File: src/rtl/traffic_light_ctrl.sv
// Phase sequencer for a two-road intersection with a pedestrian walk phase.
// Phase lengths are counted in prescaler ticks; lamps decode from state only.
module traffic_light_ctrl #(
    parameter int TIMER_WIDTH  = 4,
    parameter int GREEN_TICKS  = 8,
    parameter int YELLOW_TICKS = 2,
    parameter int ALLRED_TICKS = 1,
    parameter int PED_TICKS    = 4
) (
    input  logic                   clk,
    input  logic                   reset,
    input  logic                   tick,
    input  logic                   ew_car,
    input  logic                   ped_req,
    output logic [2:0]             ns_lamp,
    output logic [2:0]             ew_lamp,
    output logic                   walk,
    output logic [2:0]             state,
    output logic [TIMER_WIDTH-1:0] timer,
    output logic                   phase_done
);

    localparam logic [2:0] S_NS_G = 3'd0;
    localparam logic [2:0] S_NS_Y = 3'd1;
    localparam logic [2:0] S_AR1  = 3'd2;
    localparam logic [2:0] S_EW_G = 3'd3;
    localparam logic [2:0] S_EW_Y = 3'd4;
    localparam logic [2:0] S_AR2  = 3'd5;
    localparam logic [2:0] S_PED  = 3'd6;

    localparam logic [TIMER_WIDTH-1:0] LD_GREEN =
        TIMER_WIDTH'(GREEN_TICKS - 1);
    localparam logic [TIMER_WIDTH-1:0] LD_YELLOW =
        TIMER_WIDTH'(YELLOW_TICKS - 1);
    localparam logic [TIMER_WIDTH-1:0] LD_ALLRED =
        TIMER_WIDTH'(ALLRED_TICKS - 1);
    localparam logic [TIMER_WIDTH-1:0] LD_PED =
        TIMER_WIDTH'(PED_TICKS - 1);

    localparam logic [2:0] L_RED = 3'b100;
    localparam logic [2:0] L_YEL = 3'b010;
    localparam logic [2:0] L_GRN = 3'b001;

    logic [2:0]             r_state;
    logic [TIMER_WIDTH-1:0] r_timer;
    logic                   r_ped;
    logic                   r_ret_ew;
    logic                   r_phase_done;

    logic [2:0]             w_next;
    logic [TIMER_WIDTH-1:0] w_timer_nxt;
    logic                   w_expired;
    logic                   w_adv;
    logic                   w_enter_ped;
    logic                   w_ped_nxt;
    logic                   w_ret_nxt;
    logic [TIMER_WIDTH-1:0] w_load;

    always_ff @(posedge clk) begin
        if (reset) begin
            r_state      <= S_AR2;
            r_timer      <= LD_ALLRED;
            r_ped        <= 1'b0;
            r_ret_ew     <= 1'b0;
            r_phase_done <= 1'b0;
        end else begin
            r_state      <= w_next;
            r_timer      <= w_timer_nxt;
            r_ped        <= w_ped_nxt;
            r_ret_ew     <= w_ret_nxt;
            r_phase_done <= w_adv;
        end
    end

    always_comb begin
        // code 7 behaves as an expired ALL_RED_2
        w_expired = (r_state == 3'd7) || (r_timer == '0);
        w_next    = r_state;
        if (tick && w_expired) begin
            unique case (r_state)
                S_NS_G:  if (ew_car || r_ped) w_next = S_NS_Y;
                S_NS_Y:  w_next = S_AR1;
                S_AR1:   w_next = r_ped ? S_PED : S_EW_G;
                S_EW_G:  w_next = S_EW_Y;
                S_EW_Y:  w_next = S_AR2;
                S_PED:   w_next = r_ret_ew ? S_EW_G : S_NS_G;
                default: w_next = r_ped ? S_PED : S_NS_G;
            endcase
        end
        w_adv       = (w_next != r_state);
        w_enter_ped = w_adv && (w_next == S_PED);

        unique case (w_next)
            S_NS_G, S_EW_G: w_load = LD_GREEN;
            S_NS_Y, S_EW_Y: w_load = LD_YELLOW;
            S_PED:          w_load = LD_PED;
            default:        w_load = LD_ALLRED;
        endcase

        w_timer_nxt = r_timer;
        if (w_adv)
            w_timer_nxt = w_load;
        else if (tick && (r_timer != '0))
            w_timer_nxt = r_timer - TIMER_WIDTH'(1);

        // entering the walk absorbs a same-edge request
        w_ped_nxt = r_ped;
        if (w_enter_ped)
            w_ped_nxt = 1'b0;
        else if (ped_req && (r_state != S_PED))
            w_ped_nxt = 1'b1;

        w_ret_nxt = r_ret_ew;
        if (w_enter_ped)
            w_ret_nxt = (r_state == S_AR1);
    end

    always_comb begin
        ns_lamp = L_RED;
        ew_lamp = L_RED;
        walk    = 1'b0;
        unique case (r_state)
            S_NS_G:  ns_lamp = L_GRN;
            S_NS_Y:  ns_lamp = L_YEL;
            S_EW_G:  ew_lamp = L_GRN;
            S_EW_Y:  ew_lamp = L_YEL;
            S_PED:   walk    = 1'b1;
            default: walk    = 1'b0;
        endcase
    end

    assign state      = r_state;
    assign timer      = r_timer;
    assign phase_done = r_phase_done;

endmodule

File: config.mk
export PLATFORM = sky130hd
export DESIGN_NAME = traffic_light_ctrl
export DESIGN_NICKNAME = d
export VERILOG_FILES = /design/src/rtl/traffic_light_ctrl.sv
export SDC_FILE = /design/constraint.sdc
export NUM_CORES = 1
export LEC_CHECK = 0
export CAP_MARGIN = 20
export CELL_PAD_IN_SITES_DETAIL_PLACEMENT = 0
export CELL_PAD_IN_SITES_GLOBAL_PLACEMENT = 2
export CORE_ASPECT_RATIO = 1.2
export CORE_MARGIN = 1
export CORE_UTILIZATION = 30
export DETAILED_ROUTE_END_ITERATION = 7
export PLACE_DENSITY = 0.86
export SETUP_SLACK_MARGIN = 0.02
export SYNTH_ARGS = -nofsm -noshare
export SYNTH_HDL_FRONTEND = slang
export SYNTH_SLANG_ARGS = --single-unit
export TNS_END_PERCENT = 5
File: constraint.sdc
create_clock -name clk -period 2.8 [get_ports clk]
set_input_delay 0.84 -clock clk [delete_from_list [all_inputs] [get_ports clk]]
set_output_delay 0.84 -clock clk [all_outputs]
set_load 0.01 [all_outputs]
# == After elaboration in Yosys (flattened, before gate mapping) ==
# Cells that the tools add are included.
# totals
reg_bits,10
inputBits,5
out_inout_bits,15
# classes
n_addsub,1
n_eq_ne,12
n_mux,12
n_reduce_logical,14
# op_table
op,count
case mux 3 bit (6 select lines),1
equality test 3 bit (second input constant),5
two-way mux 3 bit,4
case mux 3 bit (2 select lines),2
equality test 3 x 2 -> 1 bit (second input constant),3
case mux 3 bit (3 select lines),1
two-way mux 4 bit,2
equality test 3 x 1 -> 1 bit (second input constant),2
logical NOT 3 bit,2
OR reduction 2 bit,3
logical AND 1 bit,4
logical NOT 4 bit,1
nonzero test 4 bit,1
subtractor 4 x 1 -> 4 bit (second input constant),1
!= test 3 bit,1
!= test 3 bit (second input constant),1
logical OR 1 bit,2
two-way mux 2 bit,1
nonzero test 2 bit,1
two-way mux 1 bit,1

# == Depth between registers and ports, before layout ==
# logic_depth
depth_word,8
mapped_depth,9
mapped_depth_nobuf,8

# == Least setup slack after synthesis ==
# Ideal clock, no wire load.
# synth_path
kind,reg-to-output
from,"register r_state[2], in the netlist state[2]"
to,output ew_lamp[2]
arrival_time_ns,1.137
required_ns,1.960
path_slack_ns,0.823
stages_incl_launch_ff,4
path_cell_list,dfxtp_1 -> clkbuf_2 -> nor3b_1 -> nor2_1
# synth_between
elab_chain_len,2
# synth_rtl
element,line,rtl
"start, declared",44,logic [2:0] r_state;
"start signal, assigned",67,r_state <= w_next;
equality test 3 bit or equality test 3 x 2 -> 1 bit (tied branches),122,unique case (r_state)
case mux 3 bit (2 select lines) *,122,
"end, declared",16,"output logic [2:0] ew_lamp,"
# Every way passes the cells marked *; elsewhere a longest branch is shown, timed or not.

# == Final worst setup path ==
# layout_path
from,"register r_state[2], in the netlist state[2]"
to,output ew_lamp[1]
# The elaborated chain is that of the path after synthesis.

==> flow_summary.yaml <==
floorplan:
  die_h_um: 59.3
  coreArea_mm2: 0.00255
  dieArea_mm2: 0.00295
  ios: 20
  initial_core_util_pct: 32.1
  die_x_um: 49.7
  num_rows: 20
place:
  port_buffers: 19
  dp.cells: 143
  placed_area_mm2: 0.00105
  hpwl_um: 1370
  gp_congestion: 0.745
  pre_cts_ws_ns: 0.250
worst_setup_path:
  worstSetupEndpointType: "output pin"
  start_kind: "register"
  r2r_cells: 9
  crit_arrival_ns: 1.79
  worstSetupPathType: "register to output pin"
  r2r-end: "timer[2]"
  crit_fanout: 13
  r2r_slack_ns: 0.86
  worstReg2RegStart: "timer[0]"
  cp.required_ns: 1.96
run_status:
  outcome: "finished clean"
yosys:
  synth_mux_area_share_pct: 1.22
  syn_area_um2: 820
  yosys.area_share.simple_pct: 33.3
  synth_fa_ha_area_share_pct: 1.53
  synth_nets: 97
  synth_seq_area_share_pct: 24.4
  avgSynthCellArea_um2: 9.01
  synthXorXnorAreaFrac_pct: 3.21
  ys_warn_count: 0
  ys_ff_latch: 10
  synth_cells: 91
  synth_compound_area_share_pct: 28.4
  synth_top_family_by_area: "simple AND/OR/NAND/NOR gates"
  synth_cell_type_count: 47
power_and_ir_drop:
  p_leak_nw: 0.401
  cell_internal_pwr_mw: 0.669
  seq_power_share_pct: 20.7
  p_comb_share_pct: 68.3
  p_sw_share_pct: 44.8
  ir_drop_v: 0.000459
  switching_power_mw: 0.543
  finalPower_mw: 1.21
  p_per_area_mw_per_mm2: 1120
  p_clk_share_pct: 11.0
global_route:
  grt_max_degree: 14
  use_met2_pct: 23.9
  busiest_layer: "met2"
  antenna_found_initial: 0
  grt_pass1_vias: 713
  use_met3_pct: 2.56
  track_usage_pct: 13.5
  grt_pass1_wl_um: 3040
  overflow: 0
  grt.met1_usage_pct: 15.8
layout:
  fin_cells: 147
  fillCellCount: 276
  areaGrowthSynthToFinish_pct: 32.1
  design_area_mm2: 0.00108
  layout_common_cells: "clkdlybuf4s50_1, dfxtp_1, nor2_1, inv_1"
  drive_gt1_share_pct: 24.6
  diodes: 0
  final_common_cell: "clkdlybuf4s50_1"
  nets: 121
cts:
  cts_htree_levels: 1
  cts_setup_buffers: 0
  insertion_delay_ns: 0.27
  cts_num_sinks: 10
  numCtsBuffers: 3
  cts_tree: "yes"
  cts.clk_slew.worst_paths_ns: 0.07
  clk_path_buf_depth: 2
  clock-root-buffer: "clkbuf_4"
  cts_resized: 0
  cts_hold_buf: 0
timing:
  period_minus_slack_ns: 2.63
  slew_headroom_pct: 71.3
  period_share_pct: 94.0
  worst_pin_slew_ns: 0.430
  setup_ws_ns: 0.168
  max_freq_ghz: 0.380
  finClkSkew_ns: 0.00303
  hold_violations: 0
  finalSetupTns_ns: 0
  drv_slew: 0
  rsz0062_at_grt: "no"
  setup_violations: 0
worst_hold_path:
  hold_path_end: "r_ret_ew"
  min_path_type: "register to register"
  worstHoldStart: "r_ret_ew"
  whs_path_depth: 2
routing:
  first_iter_violations: 6
  antenna_left: 0
  vias_per_cell: 4.99
  drc: 0
  routed_wl_um: 1730
  wire_per_inst_um: 11.7
  dr_total_vias: 734
  firstDrtPassIters: 4
job:
  timing.max_cap.violations: 0
-- worst max-delay path by stage --
| stage | slack [ns] | end | startpoint | cells past startpoint |
|---|---|---|---|---|
| after floorplan | 0.82 | ew_lamp[2] | state[2] | 3 |
| after CTS | 0.16 | ew_lamp[1] | state[2] | 2 |
| after global routing | 0.06 | ew_lamp[2] | state[2] | 4 |
| after global placement | 0.27 | r_ret_ew | tick | 8 |
| final | 0.17 | ew_lamp[1] | state[2] | 2 |
| after detailed placement | 0.25 | r_ret_ew | tick | 8 |
-- registers in the layout, indices dropped and copies added (netlist names) --
signal      flops
phase_done      1
timer           4
r_ped           1
r_ret_ew        1
state           3
-- cells by family (layout without fill, tap and decap cells) --
logic type | Yosys count | in the layout
simple gates | 41 | 41
compound gates | 24 | 24
buf+inv | 11 | 34
flops | 10 | 10
xor+xnor | 3 | 3
fa+ha+maj | 1 | 1
mux | 1 | 1
-- stage by stage --
stage               utilization (%)  hold slack (ns)
detailed placement             41.0            0.505
global route                   42.4            0.585
global placement               41.0            0.491
CTS                            42.4            0.522
floorplan                         -            0.464
finish                         42.4            0.520
-- power groups by stage --
stage	logic, mW	registers, mW	clock network, mW
after global routing	0.917	0.262	0.140
after CTS	0.838	0.252	0.137
after floorplan	0.616	0.245	0
after detailed placement	0.834	0.255	0
final	0.827	0.251	0.133
after global placement	0.829	0.256	0
-- metal layers --
metal  up-vias  routed length [µm]
met1       344                 772
met3         2                  79
li1        370                   -
met2        18                 855
met4         0                  19
met5         -                   0
-- worst max-delay path: stages, from the launching register on --
cell             delay (ns)
dfxtp_1                0.59
nor3b_1                0.34
clkdlybuf4s50_1        0.60
-- layout make-up --
cell class              count  area, µm²  share of cell area [%]
inverters                   6       22.5                    2.08
flip-flops and latches     10        200                    18.5
repair buffers             24        228                    21.0
clock buffers               4       36.3                    3.35
well taps                  33       41.3                    3.82
multi-input cells          70        554                    51.2
-- cells in the mapped netlist, drive strengths merged --
cell type / instances / share of area, %
ha: 1 / 1.5
o21bai: 1 / 0.92
nand3b: 1 / 0.92
nor2b: 3 / 2.3
nor3b: 3 / 2.7
clkbuf: 1 / 0.61
or4b: 1 / 1.2
nand2b: 1 / 0.76
a21o: 1 / 1.1
o211ai: 2 / 2.4
a21boi: 1 / 0.92
o21ai: 6 / 4.6
or3: 1 / 0.76
and3: 3 / 2.9
a2111oi: 1 / 3.4
mux2i: 1 / 1.2
buf: 4 / 4.6
xnor2: 3 / 3.2
a31oi: 2 / 3.4
and4bb: 1 / 1.5
and2: 3 / 2.3
dfxtp: 10 / 24
or4: 1 / 1.4
o31ai: 1 / 0.92
a31o: 1 / 1.1
a41oi: 1 / 2.0
nand2: 6 / 3.7
inv: 6 / 2.7
a21oi: 5 / 4.9
a311oi: 1 / 1.8
and3b: 1 / 1.2
nor3: 3 / 2.4
nand3: 2 / 1.2
o32ai: 1 / 1.1
nor2: 11 / 7.9
Power figures use the tool's default switching activity.
